$ cat src/rtl/pm_boot_loader.sv
// pm_boot_loader: assembles a host byte stream into program-memory words,
// writes them from address 0 upward, and holds the core in reset until a
// load finishes with a matching checksum.
//
// Handshake: a byte moves on a rising clk edge when host_vld && ld_host_rdy
// are both high. The host holds host_dt stable while host_vld is high and
// ld_host_rdy is low. The loader never drops a presented byte and waits
// indefinitely for host_vld.
module pm_boot_loader #(
  parameter int PMA_SIZE = 16,
  parameter int PMD_SIZE = 32,
  parameter int CNT_SIZE = 16
) (
  input  logic                clk,
  input  logic                reset,
  input  logic                host_start,
  input  logic [7:0]          host_dt,
  input  logic                host_vld,
  output logic                ld_host_rdy,
  output logic                ld_pm_cslt,
  output logic                ld_pm_wrb,
  output logic [PMA_SIZE-1:0] ld_pm_add,
  output logic [PMD_SIZE-1:0] ld_pm_dt,
  output logic                ld_core_rst,
  output logic                ld_done,
  output logic                ld_err
);

  localparam int WORD_BYTES = PMD_SIZE / 8;
  localparam int CNT_BYTES  = CNT_SIZE / 8;

  // Byte index compare points. LEN_HI covers every count byte except the
  // last, which is always taken in LEN_LO.
  localparam logic [7:0] WORD_LAST   = 8'(WORD_BYTES - 1);
  localparam logic [7:0] CNT_PENULT  = 8'(CNT_BYTES - 2);

  typedef enum logic [2:0] {
    IDLE,
    LEN_HI,
    LEN_LO,
    DATA,
    WRITE,
    CSUM,
    DONE,
    ERR
  } state_t;

  // A one-byte count field has no high part, so the load starts in LEN_LO.
  localparam state_t FIRST_LEN = (CNT_BYTES > 1) ? LEN_HI : LEN_LO;

  state_t                state;
  state_t                state_nxt;
  logic [7:0]            byte_idx;
  logic [CNT_SIZE-1:0]   cnt_reg;
  logic [PMD_SIZE-1:0]   word_reg;
  logic [PMA_SIZE-1:0]   addr_reg;
  logic [7:0]            sum_reg;

  logic                  accept;
  logic                  start_ok;
  logic [CNT_SIZE-1:0]   cnt_shift;
  logic [PMD_SIZE-1:0]   word_shift;

  assign accept     = host_vld && ld_host_rdy;
  assign start_ok   = host_start && ((state == IDLE) || (state == DONE) || (state == ERR));
  assign cnt_shift  = (cnt_reg << 8) | CNT_SIZE'(host_dt);
  assign word_shift = (word_reg << 8) | PMD_SIZE'(host_dt);

  // State register.
  always_ff @(posedge clk) begin
    if (reset) begin
      state <= IDLE;
    end else begin
      state <= state_nxt;
    end
  end

  // Next-state decode.
  always_comb begin
    state_nxt = state;
    case (state)
      IDLE, DONE, ERR: begin
        if (host_start) state_nxt = FIRST_LEN;
      end
      LEN_HI: begin
        if (accept && (byte_idx == CNT_PENULT)) state_nxt = LEN_LO;
      end
      LEN_LO: begin
        if (accept) state_nxt = (cnt_shift == '0) ? CSUM : DATA;
      end
      DATA: begin
        if (accept && (byte_idx == WORD_LAST)) state_nxt = WRITE;
      end
      WRITE: begin
        // cnt_reg still holds the count before this write is retired.
        state_nxt = (cnt_reg == CNT_SIZE'(1)) ? CSUM : DATA;
      end
      CSUM: begin
        if (accept) state_nxt = (host_dt == sum_reg) ? DONE : ERR;
      end
      default: state_nxt = IDLE;
    endcase
  end

  // Output decode; every output is a function of the current state and
  // registered datapath only.
  always_comb begin
    ld_host_rdy = 1'b0;
    ld_pm_cslt  = 1'b0;
    ld_pm_wrb   = 1'b0;
    ld_pm_add   = addr_reg;
    ld_pm_dt    = '0;
    ld_core_rst = 1'b1;
    ld_done     = 1'b0;
    ld_err      = 1'b0;
    case (state)
      LEN_HI, LEN_LO, DATA, CSUM: ld_host_rdy = 1'b1;
      WRITE: begin
        ld_pm_cslt = 1'b1;
        ld_pm_wrb  = 1'b1;
        ld_pm_dt   = word_reg;
      end
      DONE: begin
        ld_done     = 1'b1;
        ld_core_rst = 1'b0;
      end
      ERR: ld_err = 1'b1;
      default: ;
    endcase
  end

  // Datapath: count/word shift registers, byte index, address and checksum.
  always_ff @(posedge clk) begin
    if (reset) begin
      byte_idx <= '0;
      cnt_reg  <= '0;
      word_reg <= '0;
      addr_reg <= '0;
      sum_reg  <= '0;
    end else if (start_ok) begin
      byte_idx <= '0;
      cnt_reg  <= '0;
      word_reg <= '0;
      addr_reg <= '0;
      sum_reg  <= '0;
    end else begin
      case (state)
        IDLE: begin
          addr_reg <= '0;
          sum_reg  <= '0;
        end
        LEN_HI: begin
          if (accept) begin
            cnt_reg  <= cnt_shift;
            sum_reg  <= sum_reg + host_dt;
            byte_idx <= byte_idx + 8'd1;
          end
        end
        LEN_LO: begin
          if (accept) begin
            cnt_reg  <= cnt_shift;
            sum_reg  <= sum_reg + host_dt;
            byte_idx <= '0;
          end
        end
        DATA: begin
          if (accept) begin
            word_reg <= word_shift;
            sum_reg  <= sum_reg + host_dt;
            byte_idx <= (byte_idx == WORD_LAST) ? 8'd0 : byte_idx + 8'd1;
          end
        end
        WRITE: begin
          // Address wraps naturally at 2^PMA_SIZE.
          addr_reg <= addr_reg + PMA_SIZE'(1);
          cnt_reg  <= cnt_reg - CNT_SIZE'(1);
        end
        default: ;
      endcase
    end
  end

endmodule

$ cat config.mk
export PLATFORM = sky130hd
export DESIGN_NAME = pm_boot_loader
export DESIGN_NICKNAME = d
export VERILOG_FILES = /design/src/rtl/pm_boot_loader.sv
export SDC_FILE = /design/constraint.sdc
export NUM_CORES = 1
export LEC_CHECK = 0
export CORE_MARGIN = 2
export CORE_UTILIZATION = 55
export DETAILED_ROUTE_END_ITERATION = 10
export GPL_TIMING_DRIVEN = 1
export PLACE_DENSITY = 0.81
export SLEW_MARGIN = 20
export SYNTH_ARGS = -nofsm -noshare
export SYNTH_HDL_FRONTEND = slang
export SYNTH_SLANG_ARGS = --single-unit
$ cat constraint.sdc
create_clock -name clk -period 5 [get_ports clk]
set_input_delay 1 -clock clk [delete_from_list [all_inputs] [get_ports clk]]
set_output_delay 1 -clock clk [all_outputs]
set_load 0.1 [all_outputs]
==> results of run 1 <==
==> power by group <==
part           total [W]  switching [W]  leakage (nW)  internal [W]
logic           0.000704       0.000483          1.13      0.000221
clock network   0.000489       0.000255        0.0962      0.000234
registers       0.000778      0.0000752         0.670      0.000703
==> worst max path at each step <==
stage / start / end / slack [ps] / cells after the start
after global placement: state[1] / ld_pm_dt[8] / 1320 / 3
after floorplan: state[2] / ld_done / 1330 / 4
after global routing: state[2] / ld_host_rdy / 690 / 4
after CTS: state[1] / ld_pm_dt[0] / 870 / 3
after detailed placement: state[1] / ld_pm_dt[0] / 1260 / 3
final: state[1] / ld_pm_dt[23] / 840 / 3
==> critical path, cell delays in order, from the launching register on <==
cell                              delay, ps
sky130_fd_sc_hd__dfxtp_1                500
sky130_fd_sc_hd__nor2_2                 870
sky130_fd_sc_hd__and3_1                 290
sky130_fd_sc_hd__clkdlybuf4s50_1       1140
==> per-layer routing <==
layer	up-vias	wire, um	GRT usage, %	share of wire (%)
met5	-	0	0	0
met4	0	251	10.7	2.3
met3	27	580	3.53	5.3
met2	145	5150	43.8	47
met1	1977	4890	35.3	45
li1	2034	-	-	-
==> cells by family after synthesis <==
group,share of synthesized area (%)
and+or+nand+nor,29.2
AOI/OAI and AO/OA,19.8
DFF,39.1
buffers and inverters,4.53
xor gates and xnor gates,3.09
adders and majority gates,4.00
muxes,0.236
==> placed cells by master, fill, tap and decap left out, types with 12 or more instances in the layout <==
cell and n:
sky130_fd_sc_hd__nor3_1 13, sky130_fd_sc_hd__dfxtp_1 83, sky130_fd_sc_hd__clkdlybuf4s50_1 63, sky130_fd_sc_hd__ha_1 12
sky130_fd_sc_hd__and3_1 34, sky130_fd_sc_hd__nand2_1 102, sky130_fd_sc_hd__nor2_1 40, sky130_fd_sc_hd__nand3_1 16
sky130_fd_sc_hd__o21ai_0 19, sky130_fd_sc_hd__a21oi_1 63, sky130_fd_sc_hd__inv_1 13
==> per-stage QoR <==
step | total power (W) | instances
5_1_grt | 0.00208 | 701
6_report | 0.00197 | 701
3_3_place_gp | 0.00146 | 685
4_1_cts | 0.00196 | 701
2_1_floorplan | 0.00132 | 549
3_5_place_dp | 0.00148 | 685
==> final cells by class <==
cell class | instances | area (sq um)
fill | 648 | 2480
multi-input combinational | 418 | 2410
sequential | 83 | 1660
timing repair buffer | 68 | 668
tap | 102 | 128
clock buffer | 9 | 124
clock inverter | 7 | 76.3
inverter | 14 | 52.6
==> reports/summary.txt, run 1 <==
====================================================================================
GRT Overall Usage                                                              26.6%
Static leakage                                                               1.89 nW
Number of synthesized flops with an enable pin                                     0
Final number of max-transition violations                                          0
ANT nets after route                                                               0
First-pass GRT wire length                                                  18500 um
Number of H-tree branching levels                                                  3
Average instance area after synthesis                                     7.74 sq um
Start of the worst register-to-register path                                state[2]
Relative slew slack                                                            32.1%
Dominant synthesized flop cell                                          sky130_fd_sc_hd__dfxtp_1
Critical path startpoint category                                           register
Final standard cell utilization of the core                                    67.3%
Start point of the worst hold path                                      word_reg[26]
# nets final                                                                     619
Arrival time of data at the critical path endpoint                           3160 ps
Number of max-cap violations                                                       0
DIE WIDTH                                                                    91.9 um
Number of buffers inserted for hold repair after clock tree synthesis              0
CP max FO                                                                         34
Final min period                                                             4160 ps
Placed Area                                                               4920 sq um
Starting density of the core                                                   55.9%
Hold slack                                                                    459 ps
Drt first-iter violations                                                        346
Number of register bits inferred by synthesis                                     83
Layout cell share with drive strength beyond 1                                 6.51%
Status                                                                  finished clean
Fraction of post-synthesis cell area in the top cell type by area              39.1%
Number of flip-flops under the largest register name                              32
Endpoint class of the critical path                                     primary output
Routability congestion estimate from global placement                          0.878
R2r worst-path depth                                                               6
Number of instances in the synthesized netlist                                   549
Post-place setup slack                                                       1260 ps
Detailed placement HPWL                                                      7570 um
Critical setup path kind                                                register to primary output
Largest vdd supply drop                                                       299 uV
Clock transition at the registers of the reported paths                        90 ps
Part of the Yosys area used for sequential elements                            39.1%
Slack of the critical path                                                    844 ps
IO Port Bufs                                                                      65
Capturing point of the worst reg2reg path                                cnt_reg[12]
Critical Path RT                                                             4000 ps
Antenna cells                                                                      0
Hold Path Stages                                                                   2
Most numerous cell in the Yosys netlist                                 sky130_fd_sc_hd__nand2_1
Endpoint, Worst Hold                                                    word_reg[26]
DRC violations left                                                                0
Area of the core                                                          7610 sq um
Synthesis-to-layout area growth                                                20.5%
Transition at the pin with the smallest max-transition slack                 1020 ps
Final period utilization                                                       83.1%
Clk root buf                                                            sky130_fd_sc_hd__clkbuf_8
Net count after synthesis                                                        574
Setup TNS after final layout                                                    0 ps
Vias after detailed routing                                                     4183
Share of flip-flops with an asynchronous set or reset                             0%
Clock tree from TritonCTS                                                       done
Number of cell rows                                                               32
Type of the worst min-delay path                                        register to register
I/O pin count                                                                     66
CTS resizes                                                                        0
Most instantiated cells after synthesis                                 sky130_fd_sc_hd__nand2_1, sky130_fd_sc_hd__dfxtp_1, sky130_fd_sc_hd__a21oi_1
Initial antenna violation count                                                    0
Max Freq                                                                     241 MHz
Synthesized cell area                                                     4250 sq um
Largest buffer count on any clock path                                             2
Vias in the first global route                                                  3931
Final setup skew                                                             9.45 ps
Overflow left after global routing                                                 0
YS warnings                                                                        0
Worst reg-to-reg setup slack                                                 2230 ps
DRT Wirelength                                                              10900 um
Pin count of the biggest net entering global routing                              45
First-pass iteration count of the detailed router                                  5
RSZ-0062 raised after global routing                                              no
DIE AREA                                                                  8450 sq um
Worst-skew pair later-pin latency                                             360 ps
Count of clock tree sinks                                                         83
Count of final hold-check violations                                               0
Drt via density                                                                 5.97
Final setup fails                                                                  0
Final instance area                                                       5120 sq um
DIE HEIGHT                                                                   91.9 um
Synth area leader                                                       sky130_fd_sc_hd__dfxtp_1
Post-CTS Setup Repair Bufs                                                         0
Dominant cells by area after synthesis                                  sky130_fd_sc_hd__dfxtp_1, sky130_fd_sc_hd__nand2_1, sky130_fd_sc_hd__a21oi_1
Wire length per cell after detailed routing                                  15.5 um
Number of different library cells in the post-synthesis netlist                   61
Clock buffers created by TritonCTS                                                 9
Power per unit of standard cell area                                     385 nW/um^2
====================================================================================
Note: power is estimated with default switching activity, not from simulation.
==> run 2, diff against run 1 <==
--- a/config.mk
+++ b/config.mk
@@ -6,10 +6,10 @@
 export NUM_CORES = 1
 export LEC_CHECK = 0
 export CORE_MARGIN = 2
-export CORE_UTILIZATION = 55
+export CORE_UTILIZATION = 54
 export DETAILED_ROUTE_END_ITERATION = 10
 export GPL_TIMING_DRIVEN = 1
-export PLACE_DENSITY = 0.81
+export PLACE_DENSITY = 0.8
 export SLEW_MARGIN = 20
 export SYNTH_ARGS = -nofsm -noshare
 export SYNTH_HDL_FRONTEND = slang
==> constraint.sdc (replaced) <==
create_clock -name clk -period 4.3 [get_ports clk]
set_input_delay 0.86 -clock clk [delete_from_list [all_inputs] [get_ports clk]]
set_output_delay 0.86 -clock clk [all_outputs]
set_load 0.1 [all_outputs]
==> run 2 against run 1 <==
Final cell count up 0.29%. Clock skew fell by 1.3 ps. Hold slack worse by 1.6 ps. Non-clock buffer count up 2. Final area decreased by 1.3%. Combinational power is 16% higher.
==> reports/summary.txt, run 2 (synthesis gave the netlist of run 1 again) <==
====================================================================================
Status                                                                  finished clean
IO Port Bufs                                                                      65   unchanged
First-pass iteration count of the detailed router                                  5   unchanged
Starting density of the core                                                   55.3%   -0.58 points
Initial antenna violation count                                                    0   unchanged
Final instance area                                                       5050 sq um   -1.3%
Number of cell rows                                                               32   unchanged
Detailed placement HPWL                                                      7480 um   -1.2%
Number of H-tree branching levels                                                  3   unchanged
Wire length per cell after detailed routing                                  15.3 um   -1.3%
GRT Overall Usage                                                              25.8%   -0.74 points
RSZ-0062 raised after global routing                                              no
Final min period                                                             3390 ps
Power per unit of standard cell area                                     457 nW/um^2   +19%
Transition at the pin with the smallest max-transition slack                  979 ps   -38.6 ps
Total met3 wirelength after detailed routing                                  599 um   +3.3%
Layout cell share with drive strength beyond 1                                 12.5%   +6.0 points
Static leakage                                                               1.98 nW   +4.6%
Number of buffers inserted for hold repair after clock tree synthesis              0   unchanged
Antenna cells                                                                      0   unchanged
Most common cell after layout, fill and taps aside                      sky130_fd_sc_hd__nand2_1
Type of the worst min-delay path                                        register to register
Critical path's slowest cell                                            sky130_fd_sc_hd__clkdlybuf4s50_1
CTS resizes                                                                        0   unchanged
Relative slew slack                                                            34.5%   +2.4 points
CP max FO                                                                         12   -65%
Overflow left after global routing                                                 0   unchanged
Number of max-cap violations                                                       0   unchanged
Synthesis-to-layout area growth                                                18.9%
DRT Wirelength                                                              10800 um   -0.98%
Final setup skew                                                             8.13 ps   -1.32 ps
Metal1 wirelength                                                            5010 um   +2.5%
Uppermost layer routed                                                          met4
# nets final                                                                     621   +0.32%
First-pass GRT wire length                                                  18100 um   -2.0%
Number of inserted filler cells in the final layout                              680   +4.9%
Area used by multi-input combinational logic                              2410 sq um   -0.21%
Largest buffer count on any clock path                                             2   unchanged
Critical path startpoint category                                           register
Max Freq                                                                     295 MHz
Final number of max-transition violations                                          0   unchanged
DIE HEIGHT                                                                   92.7 um   +0.88%
DIE WIDTH                                                                    92.7 um   +0.88%
Drt via density                                                                 5.88   -1.5%
Count of clock tree sinks                                                         83   unchanged
Count of final hold-check violations                                               0   unchanged
Routability congestion estimate from global placement                          0.882   +0.41%
Placed Area                                                               4840 sq um   -1.6%
Final setup fails                                                                  0   unchanged
Delay contributed by the slowest stage of the critical path                  1160 ps   +20 ps
Vias after detailed routing                                                     4132   -1.2%
Clock transition at the registers of the reported paths                        90 ps   about the same
DIE AREA                                                                  8600 sq um   +1.8%
Arrival time of data at the critical path endpoint                           2530 ps   -630 ps
Worst-skew pair later-pin latency                                             350 ps   about the same
Drt first-iter violations                                                        332   -4.0%
Clock tree from TritonCTS                                                       done
Area of the core                                                          7690 sq um   +1.1%
Sum of buffers and inverters on the critical path                                  2   +1
Largest vdd supply drop                                                       203 uV   -32%
I/O pin count                                                                     66   unchanged
Register area                                                             1660 sq um   unchanged
DRC violations left                                                                0   unchanged
Vias in the first global route                                                  3855   -1.9%
Commonest cells after routing, fill and taps aside                      sky130_fd_sc_hd__nand2_1, sky130_fd_sc_hd__dfxtp_1, sky130_fd_sc_hd__a21oi_1, sky130_fd_sc_hd__buf_4, sky130_fd_sc_hd__nor2_1
Final period utilization                                                       78.8%
Delay-heaviest family, CP                                               buffers and inverters
Pin count of the biggest net entering global routing                              53   +18%
Clock buffers created by TritonCTS                                                 9   unchanged
ANT nets after route                                                               0   unchanged
Critical setup path kind                                                register to primary output
Endpoint class of the critical path                                     primary output
Post-CTS Setup Repair Bufs                                                         0   unchanged
Clk root buf                                                            sky130_fd_sc_hd__clkbuf_8
Critical Path RT                                                             3440 ps   -560 ps
Setup TNS after final layout                                                    0 ps   unchanged
Sequence of cells on the critical path                                  inv_1 > nand3_1 > clkdlybuf4s50_1
Routed wl met2                                                               5020 um   -2.4%
Number of flip-flops under the largest register name                              32   unchanged
====================================================================================
## run 2: power by group
group	switching [W]	leakage, nW	internal (W)
registers	0.0000839	0.670	0.000817
clock network	0.000301	0.0999	0.000291
logic	0.000561	1.21	0.000258
total	0.000945	1.98	0.00137
## run 2: path summary, 6_finish.rpt
kind,startpoint,endpoint,slack (ps),cells after the start
worst max-delay path,state[0],ld_core_rst,910,3
worst min-delay path,word_reg[26],word_reg[26],460,2
worst max register to register,state[1],sum_reg[5],1790,5
worst min register to register,word_reg[26],word_reg[26],460,2
## run 2: per-stage QoR
| step | instances | total power, W | worst slack [ps] | hold WS [ps] | utilization (%) |
|---|---|---|---|---|---|
| floorplan | 549 | 0.00154 | 773 | 432 | - |
| global placement | 687 | 0.00169 | 1370 | 439 | 63.0 |
| detailed placement | 687 | 0.00172 | 1330 | 446 | 63.0 |
| CTS | 703 | 0.00230 | 983 | 459 | 65.7 |
| global route | 703 | 0.00244 | 847 | 483 | 65.7 |
| finish | 703 | 0.00231 | 913 | 457 | 65.7 |
## run 2: routing by layer
metal	track usage [%]	vias to the layer above
met3	3.34	16
met1	34.9	1936
li1	-	2041
met5	0	-
met2	43.6	139
met4	7.11	0
## run 2: worst register-to-register path, stage by stage (launching register included)
cell	delay [ps]
sky130_fd_sc_hd__dfxtp_1	500
sky130_fd_sc_hd__or2_2	470
sky130_fd_sc_hd__o21ai_0	230
sky130_fd_sc_hd__a21o_2	600
sky130_fd_sc_hd__buf_4	490
sky130_fd_sc_hd__nor2_1	100
## run 2: layout make-up
class                   instances  area share (%)
multi-input cells             418            47.6
flip-flops and latches         83            32.9
repair buffers                 70            11.8
clock buffers                  10            2.72
well taps                     102            2.53
clock inverters                 6            1.41
inverters                      14            1.04
